[config.mk]
export PLATFORM = sky130hd
export DESIGN_NAME = sseg_scan_driver
export DESIGN_NICKNAME = d
export VERILOG_FILES = /design/src/rtl/sseg_scan_driver.sv
export SDC_FILE = /design/constraint.sdc
export NUM_CORES = 1
export LEC_CHECK = 0
export BUFFER_PORTS_ARGS = -buffer_cell sky130_fd_sc_hd__buf_2
export CAP_MARGIN = 5
export CORE_MARGIN = 2
export CORE_UTILIZATION = 50
export CTS_BUF_LIST = sky130_fd_sc_hd__clkbuf_8
export CTS_CLUSTER_SIZE = 20
export DETAILED_ROUTE_END_ITERATION = 16
export PLACE_DENSITY = 0.71
export SLEW_MARGIN = 0
export SYNTH_ARGS = -nofsm -noshare
export SYNTH_HDL_FRONTEND = slang
export SYNTH_SLANG_ARGS = --single-unit
[constraint.sdc]
create_clock -name clock -period 2.8 [get_ports clock]
set_input_delay 0.14 -clock clock [delete_from_list [all_inputs] [get_ports clock]]
set_output_delay 0.14 -clock clock [all_outputs]
set_load 0.01 [all_outputs]
[src/rtl/sseg_scan_driver.sv]
// Multiplexed hex seven-segment scan driver.
// A prescaler paces a digit index across NUM_DIGITS anodes. New images are
// double-buffered (pending -> displayed) and only swapped at a frame wrap.
// This prevents a frame from mixing old and new digits.
// On each tick the registered outputs show digit idx from the displayed image.
// A commit on the wrap tick therefore first appears on the following digit 0.
module sseg_scan_driver #(
  parameter int NUM_DIGITS  = 8,
  parameter int REFRESH_DIV = 50000,
  parameter int BLANK_LZ    = 1,
  parameter int ACTIVE_LOW  = 1
) (
  input  logic                      clock,
  input  logic                      reset_n,
  input  logic                      load,
  input  logic [4*NUM_DIGITS-1:0]   value,
  input  logic [NUM_DIGITS-1:0]     dp_in,
  input  logic [NUM_DIGITS-1:0]     digit_en,
  output logic [6:0]                sseg,
  output logic                      dp_out,
  output logic [NUM_DIGITS-1:0]     an,
  output logic                      frame_done
);

  localparam int PW = (REFRESH_DIV > 1) ? $clog2(REFRESH_DIV) : 1;
  localparam int IW = (NUM_DIGITS > 1) ? $clog2(NUM_DIGITS) : 1;
  localparam logic [PW-1:0] PMAX = PW'(REFRESH_DIV - 1);
  localparam logic [IW-1:0] IMAX = IW'(NUM_DIGITS - 1);
  localparam logic          AL   = (ACTIVE_LOW != 0);
  localparam logic [6:0]    SEG_OFF = AL ? 7'h7F : 7'h00;
  localparam logic [NUM_DIGITS-1:0] AN_OFF = {NUM_DIGITS{AL}};

  // Active-low segment pattern {g,f,e,d,c,b,a} for one hex nibble
  function automatic logic [6:0] hex7(input logic [3:0] n);
    case (n)
      4'h0: hex7 = 7'h40;  4'h1: hex7 = 7'h79;  4'h2: hex7 = 7'h24;  4'h3: hex7 = 7'h30;
      4'h4: hex7 = 7'h19;  4'h5: hex7 = 7'h12;  4'h6: hex7 = 7'h02;  4'h7: hex7 = 7'h78;
      4'h8: hex7 = 7'h00;  4'h9: hex7 = 7'h10;  4'hA: hex7 = 7'h08;  4'hB: hex7 = 7'h03;
      4'hC: hex7 = 7'h46;  4'hD: hex7 = 7'h21;  4'hE: hex7 = 7'h06;  default: hex7 = 7'h0E;
    endcase
  endfunction

  logic [PW-1:0]               presc_q, presc_d;
  logic [IW-1:0]               idx_q, idx_d;
  logic [4*NUM_DIGITS-1:0]     pend_val_q, pend_val_d, disp_val_q, disp_val_d;
  logic [NUM_DIGITS-1:0]       pend_dp_q, pend_dp_d, disp_dp_q, disp_dp_d;
  logic [NUM_DIGITS-1:0]       pend_en_q, pend_en_d, disp_en_q, disp_en_d;
  logic                        pend_vld_q, pend_vld_d;
  logic [6:0]                  sseg_q, sseg_d;
  logic                        dp_q, dp_d;
  logic [NUM_DIGITS-1:0]       an_q, an_d;
  logic                        fd_q, fd_d;

  logic                        tick, wrap, commit, lit;
  logic [NUM_DIGITS-1:0]       onehot, lz_blank;
  logic [NUM_DIGITS-1:0][3:0]  nibs;

  assign nibs = disp_val_q;

  // Leading-zero mask: digit i blanks when it and everything above it is 0 and no dp
  always_comb begin
    lz_blank = '0;
    for (int i = 1; i < NUM_DIGITS; i++)
      lz_blank[i] = (BLANK_LZ != 0) && ((disp_val_q >> (4 * i)) == '0) && !disp_dp_q[i];
  end

  // Next-state: prescaler, scan index, image double buffer, output decode
  always_comb begin
    tick    = (presc_q == PMAX);
    wrap    = tick && (idx_q == IMAX);
    commit  = wrap && (pend_vld_q || load);

    presc_d = tick ? '0 : presc_q + 1'b1;
    idx_d   = idx_q;
    if (tick) idx_d = (idx_q == IMAX) ? '0 : idx_q + 1'b1;

    // Last load wins; a load on the commit cycle feeds straight through
    pend_val_d = load ? value    : pend_val_q;
    pend_dp_d  = load ? dp_in    : pend_dp_q;
    pend_en_d  = load ? digit_en : pend_en_q;
    pend_vld_d = commit ? 1'b0 : (load ? 1'b1 : pend_vld_q);

    disp_val_d = commit ? pend_val_d : disp_val_q;
    disp_dp_d  = commit ? pend_dp_d  : disp_dp_q;
    disp_en_d  = commit ? pend_en_d  : disp_en_q;
    fd_d       = commit;

    onehot = '0;
    onehot[idx_q] = 1'b1;
    lit    = 1'b0;
    sseg_d = sseg_q;
    dp_d   = dp_q;
    an_d   = an_q;
    if (tick) begin
      an_d = AL ? ~onehot : onehot;
      if (!disp_en_q[idx_q] || lz_blank[idx_q]) begin
        sseg_d = SEG_OFF;
      end else begin
        sseg_d = AL ? hex7(nibs[idx_q]) : ~hex7(nibs[idx_q]);
        lit    = disp_dp_q[idx_q];
      end
      dp_d = AL ? ~lit : lit;
    end
  end

  // State registers; the reset image has all digits enabled so it reads as "0"
  always_ff @(posedge clock or negedge reset_n) begin
    if (!reset_n) begin
      presc_q    <= '0;
      idx_q      <= '0;
      pend_val_q <= '0;
      pend_dp_q  <= '0;
      pend_en_q  <= '1;
      pend_vld_q <= 1'b0;
      disp_val_q <= '0;
      disp_dp_q  <= '0;
      disp_en_q  <= '1;
      sseg_q     <= SEG_OFF;
      dp_q       <= AL;
      an_q       <= AN_OFF;
      fd_q       <= 1'b0;
    end else begin
      presc_q    <= presc_d;
      idx_q      <= idx_d;
      pend_val_q <= pend_val_d;
      pend_dp_q  <= pend_dp_d;
      pend_en_q  <= pend_en_d;
      pend_vld_q <= pend_vld_d;
      disp_val_q <= disp_val_d;
      disp_dp_q  <= disp_dp_d;
      disp_en_q  <= disp_en_d;
      sseg_q     <= sseg_d;
      dp_q       <= dp_d;
      an_q       <= an_d;
      fd_q       <= fd_d;
    end
  end

  assign sseg       = sseg_q;
  assign dp_out     = dp_q;
  assign an         = an_q;
  assign frame_done = fd_q;

endmodule

# --- Word level (Yosys, flattened, before mapping) ---
# Memory sizes are Yosys's and may differ from the RTL's.
# Cells that the tools add are included.
classes:
  div_mod_pow: 0
  shifts: 0
  n_eq_ne: 2
  n_bitwise: 2
  mul: 0
  addsub: 2
  order_cmp: 2
  n_reduce_logical: 28
  mux: 20
op_table:
  columns: ["op", "n"]
  rows:
  - ["$logic_not A32 Y1", 7]
  - ["$mux W32", 1]
  - ["$add A16 B1 Y16 const B", 1]
  - ["$eq A16 B16 Y1 const B", 1]
  - ["$mux W16", 1]
  - ["$mux W8", 2]
  - ["$bmux W4 S3", 1]
  - ["$logic_and A1 B1 Y1", 10]
  - ["$bmux W1 S3", 3]
  - ["$logic_not A1 Y1", 8]
  - ["$mux W1", 8]
  - ["$not A8 Y8", 1]
  - ["$mux W7", 1]
  - ["$lt A3 B4 Y1 const B", 1]
  - ["$mux W4", 1]
  - ["$add A3 B1 Y3 const B", 1]
  - ["$demux W1 S3", 1]
  - ["$eq A3 B3 Y1 const B", 1]
  - ["$ge A3 B1 Y1 const B", 1]
  - ["$mux W3", 1]
  - ["$logic_or A1 B1 Y1", 2]
  - ["$reduce_bool A2 Y1", 1]
  - ["$not A1 Y1", 1]
totals:
  rom_bits: 112
  ramBits: 0
  regBits: 133
  inputBits: 51
  latchBits: 0
  memories: 1
mem_list:
  columns: ["memory", "words", "word_bits", "read_ports", "rd_ports_with_merged_regs", "write_ports", "line_no", "text"]
  rows:
  - ["(name not given)", 16, 7, 1, 0, 0, "35", "case (n)"]

# --- Longest topological paths before layout ---
depth:
  depth_word: 8
  ltp_mapped: 11
  mapped_depth_nobuf: 8

# --- Worst setup path before layout ---
# OpenSTA, ideal clock, no wires.
synth_timing:
  path_kind: "flip-flop to flip-flop"
  startpoint: "register idx_q[2]"
  endpoint: "register sseg_q[3] (netlist: sseg[3])"
  path_buffers: 2
  arrival_time_ps: 2595
  t_required_ps: 2723
  period_less_slack_ps: 2672
  setup_slack_ps: 128
  path_stages_with_launch: 11
  cell_sequence: "dfrtp_1 -> buf_2 -> buf_4 -> inv_1 -> mux4_2 -> or3_1 -> inv_1 -> ha_1 -> nor4_1 -> a21oi_1 -> a31oi_1"
synth_between:
  elab_chain_cells: 5
  word_cells_on_any_way: 10
  classes_between: "mux (7); reduce/logical (2); memory (1)"
synth_rtl:
  columns: ["item", "line_no", "text"]
  rows:
  - ["from (decl)", "44", "logic [IW-1:0] idx_q, idx_d;"]
  - ["from (signal assigned)", "124", "idx_q <= idx_d;"]
  - ["branches (longest 4 deep; another with $mem_v2 Z16 W7)", null, null]
  - ["$mux W7 *", "96", "if (!disp_en_q[idx_q] || lz_blank[idx_q]) begin"]
  - ["to (signal assigned)", "132", "sseg_q <= sseg_d;"]
  - ["to (decl)", "49", "logic [6:0] sseg_q, sseg_d;"]
# Every way passes the cells marked *. The select of a mux whose other input is x is not followed.
# A chain may end at the register's enable or synchronous reset.

# --- Worst setup path after layout ---
layout_timing:
  startpoint: "register idx_q[1]"
  endpoint: "register sseg_q[3] (netlist: sseg[3])"
# Same word-level chain as after synthesis.

==> reports/results.txt <==
Status -> finished, final reports clean
Via-to-Cell Ratio -> 5.48
Nets -> 648
Share of the synthesized area in the top cell type -> 41.9%
Final Skew -> 12.9 ps
Clk_lat worst skew -> 440 ps
Vias -> 4100
CP startpoint -> idx_q[1]$_DFFE_PN0N_
CP arrival -> 3000 ps
Initial antenna violation count -> 0
Critical path type -> flip-flop to flip-flop
Pwr dens -> 533 nW/um2
Core Rows -> 40
Crit Reg-Reg Startpoint -> idx_q[1]$_DFFE_PN0N_
Final instance area -> 7580 um2
Register area -> 3370 um2
Pwr Total -> 4040 uW
Cell family contributing the most delay on the critical path -> multiplexers
Worst hold path class -> input pin to asynchronous set/reset pin
Worst-path clk slew -> 80 ps
Number of synthesized flops with an enable pin -> 0
Ys async rst share -> 100%
GR Overflow Total -> 0
Antenna-violating nets left -> 0
H-tree levels -> 4
Synth top area cells -> dfrtp_1 (42%), mux2_2 (19%), dfstp_2 (14%)
Top_reg_cell synth -> dfrtp_1
Clk sink count -> 133
Post-Synth Adder-Cell Area -> 1.86%
Critical Path Start Type -> flip-flop
Max FO, Critical Path -> 4
Critical path capture point type -> flip-flop
Placed cell area -> 6620 um2
Clock root buffer -> clkbuf_8
Initial DRC Count -> 191
M3 GR Usage -> 5.53%
Max stage delay cell, worst path -> mux4_2
CTS tree -> yes
Worst-Margin Slew -> 720 ps
Fillers -> 899
Tcrit/Tclk final -> 94.6%
Final wirelength -> 12800 um
Fin. Hold Viols -> 0
XOR/XNOR share of the synthesized area -> 2.03%
Vias in the first global route -> 4344
Compound-Gate Fraction of Synth Area -> 4.21%
Wire per inst -> 17.2 um
Longest Clk Path Bufs -> 2
Share of post-route cells with drive strength above 1 -> 44.4%
First-pass GRT wire length -> 21600 um
Post-synthesis average cell area -> 13.2 um2
Count of cell types in the netlist -> 43
Starting density of the core -> 50.7%
Detailed placement HPWL -> 8860 um
Synth Register Bits -> 133
Post-layout util -> 63.6%
Die W -> 114 um
Area fraction in and, or, nand and nor cells after synthesis -> 10.0%
Maximum operating frequency -> 378 MHz
Cells after synthesis -> 459
Die Y -> 114 um
Largest net degree at the start of global routing -> 79
Area Overhead vs Synth -> 25.5%
Syn nets -> 519
CORE AREA -> 11900 um2
Top Usage Layer GRT -> met2
Final setup vio count -> 0
Met2 Use GR -> 36.4%
Max_cap viols -> 0
Routing usage on met1 -> 27.9%
N_diodes -> 0
Most frequent cell after synthesis -> mux2_2
Slew Limit Fails -> 0
Largest family of logic cells by synthesized area -> multiplexers
Warnings, synthesis -> 0
Buffers added on ports -> 67
Worst rel slew slack -> 51.4%
# IOs -> 68
Num CTS Buffers -> 17
Setup bufs post-CTS -> 0
GRT Total Usage -> 21.6%
CP peak stage delay -> 490 ps
Tmin final -> 2650 ps
Sequential-to-total area share from yosys stat -> 55.8%
Worst IR drop on VDD -> 0.321 mV
Initial DRT Pass Iterations -> 6
Commonest cells post-synth -> mux2_2 (103), dfrtp_1 (101), dfstp_2 (32), nor2_1 (28), nand2_1 (16)
GP Congestion -> 0.894
Setup WS pre-CTS -> 145 ps
LEAKAGE -> 0.00346 uW
Worst EP required -> 3150 ps
Worst path bufs/invs -> 1
Mux share of post-synthesis cell area -> 24.1%
Post-synthesis cell area -> 6040 um2
Post-route setup slack -> 152 ps
Die Area -> 13000 um2
Multi-input gate area -> 2560 um2
Yosys top cell by area -> dfrtp_1
DRC Markers -> 0
CP Cell Sequence -> mux2_2 -> mux4_2 -> or3_1 -> inv_2 -> ha_1 -> nor4_2 -> a21oi_1 -> a31oi_1
## what timing repair did
action	in CTS	in global routing
endpoints found under the hold margin	153	0
hold buffers	50	0
setup endpoints to repair	0	1
resized for setup	0	2
## per-stage QoR
| step | hold slack [ps] | cells | setup TNS [ps] |
|---|---|---|---|
| floorplan | -156 | 459 | 0 |
| global placement | -7.66 | 666 | 0 |
| detailed placement | -4.18 | 666 | 0 |
| CTS | 95.2 | 748 | 0 |
| global route | 125 | 748 | -1.96 |
| finish | 120 | 748 | 0 |
## routing by layer
layer	wire [um]	vias to the layer above	share of wire [%]
met2	6470	99	50
li1	-	1924	-
met1	5620	2059	44
met3	575	18	4.5
met5	0	-	0
met4	176	0	1.4
## area by class of cell
| type | instances | area share [%] |
|---|---|---|
| Clock inverter | 12 | 2.33 |
| Multi-Input combinational cell | 296 | 33.8 |
| Sequential cell | 133 | 44.4 |
| Inverter | 6 | 0.297 |
| Tap cell | 147 | 2.43 |
| Clock buffer | 20 | 3.63 |
| Timing Repair Buffer | 134 | 13.1 |
## flip-flops by register name (all words and copies together), names as in the netlist, 8 cells and up
name        count
pend_dp_q       8
an              8
disp_en_q       8
disp_dp_q       8
disp_val_q     32
pend_en_q       8
pend_val_q     32
presc_q        16
## layout by cell type, fill, tap and decap left out, types with 2 or more instances in the layout
cell	count
a21o_1	2
and3b_1	2
nand2b_1	3
a2111oi_0	2
a21oi_1	10
mux2_2	103
a31oi_1	7
xnor2_1	8
mux2i_1	7
nor4_2	2
dfrtp_1	101
o311ai_0	2
nand2_1	16
nand3_1	14
clkinvlp_4	4
buf_4	16
xor2_1	6
nor4_1	10
dfstp_2	32
ha_1	9
clkbuf_8	20
bufinv_16	4
or3_1	2
dlygate4sd3_1	50
mux4_2	10
a22oi_1	2
nor2_1	28
buf_12	2
o32a_1	3
nor3_1	9
buf_2	66
nand4_1	5
and2_0	2
inv_1	6
or4_4	2
and3_1	3
and2_1	2
o21ai_0	8
nor2b_1	7
nor3b_1	3
## path summary, 6_finish.rpt
path / cells after the start / slack (ps) / endpoint
worst min register to register: 2 / 490 / an[6]$_DFFE_PN1N_
worst max register to register: 8 / 150 / sseg[3]$_DFFE_PN1N_
min in group clock: 3 / 490 / pend_val_q[24]$_DFF_PN0_
max in group asynchronous: 3 / 1860 / sseg[3]$_DFFE_PN1N_
worst min-delay path: 2 / 120 / pend_val_q[22]$_DFF_PN0_
worst max-delay path: 8 / 150 / sseg[3]$_DFFE_PN1N_
## kinds of logic (layout without fill, tap and decap cells)
| group | after synthesis | count (layout) |
|---|---|---|
| DFF | 133 | 133 |
| muxes | 120 | 120 |
| and+or+nand+nor | 114 | 114 |
| AOI/OAI and AO/OA | 39 | 39 |
| buffers and inverters | 30 | 172 |
| xor gates and xnor gates | 14 | 14 |
| adders and majority gates | 9 | 9 |
## power breakdown
group / leakage [uW] / internal, uW / switching (uW)
registers: 0.00163 / 2000 / 17.1
logic: 0.00161 / 139 / 108
clock network: 0.000219 / 1040 / 738
(Power assumes the default switching activity.)
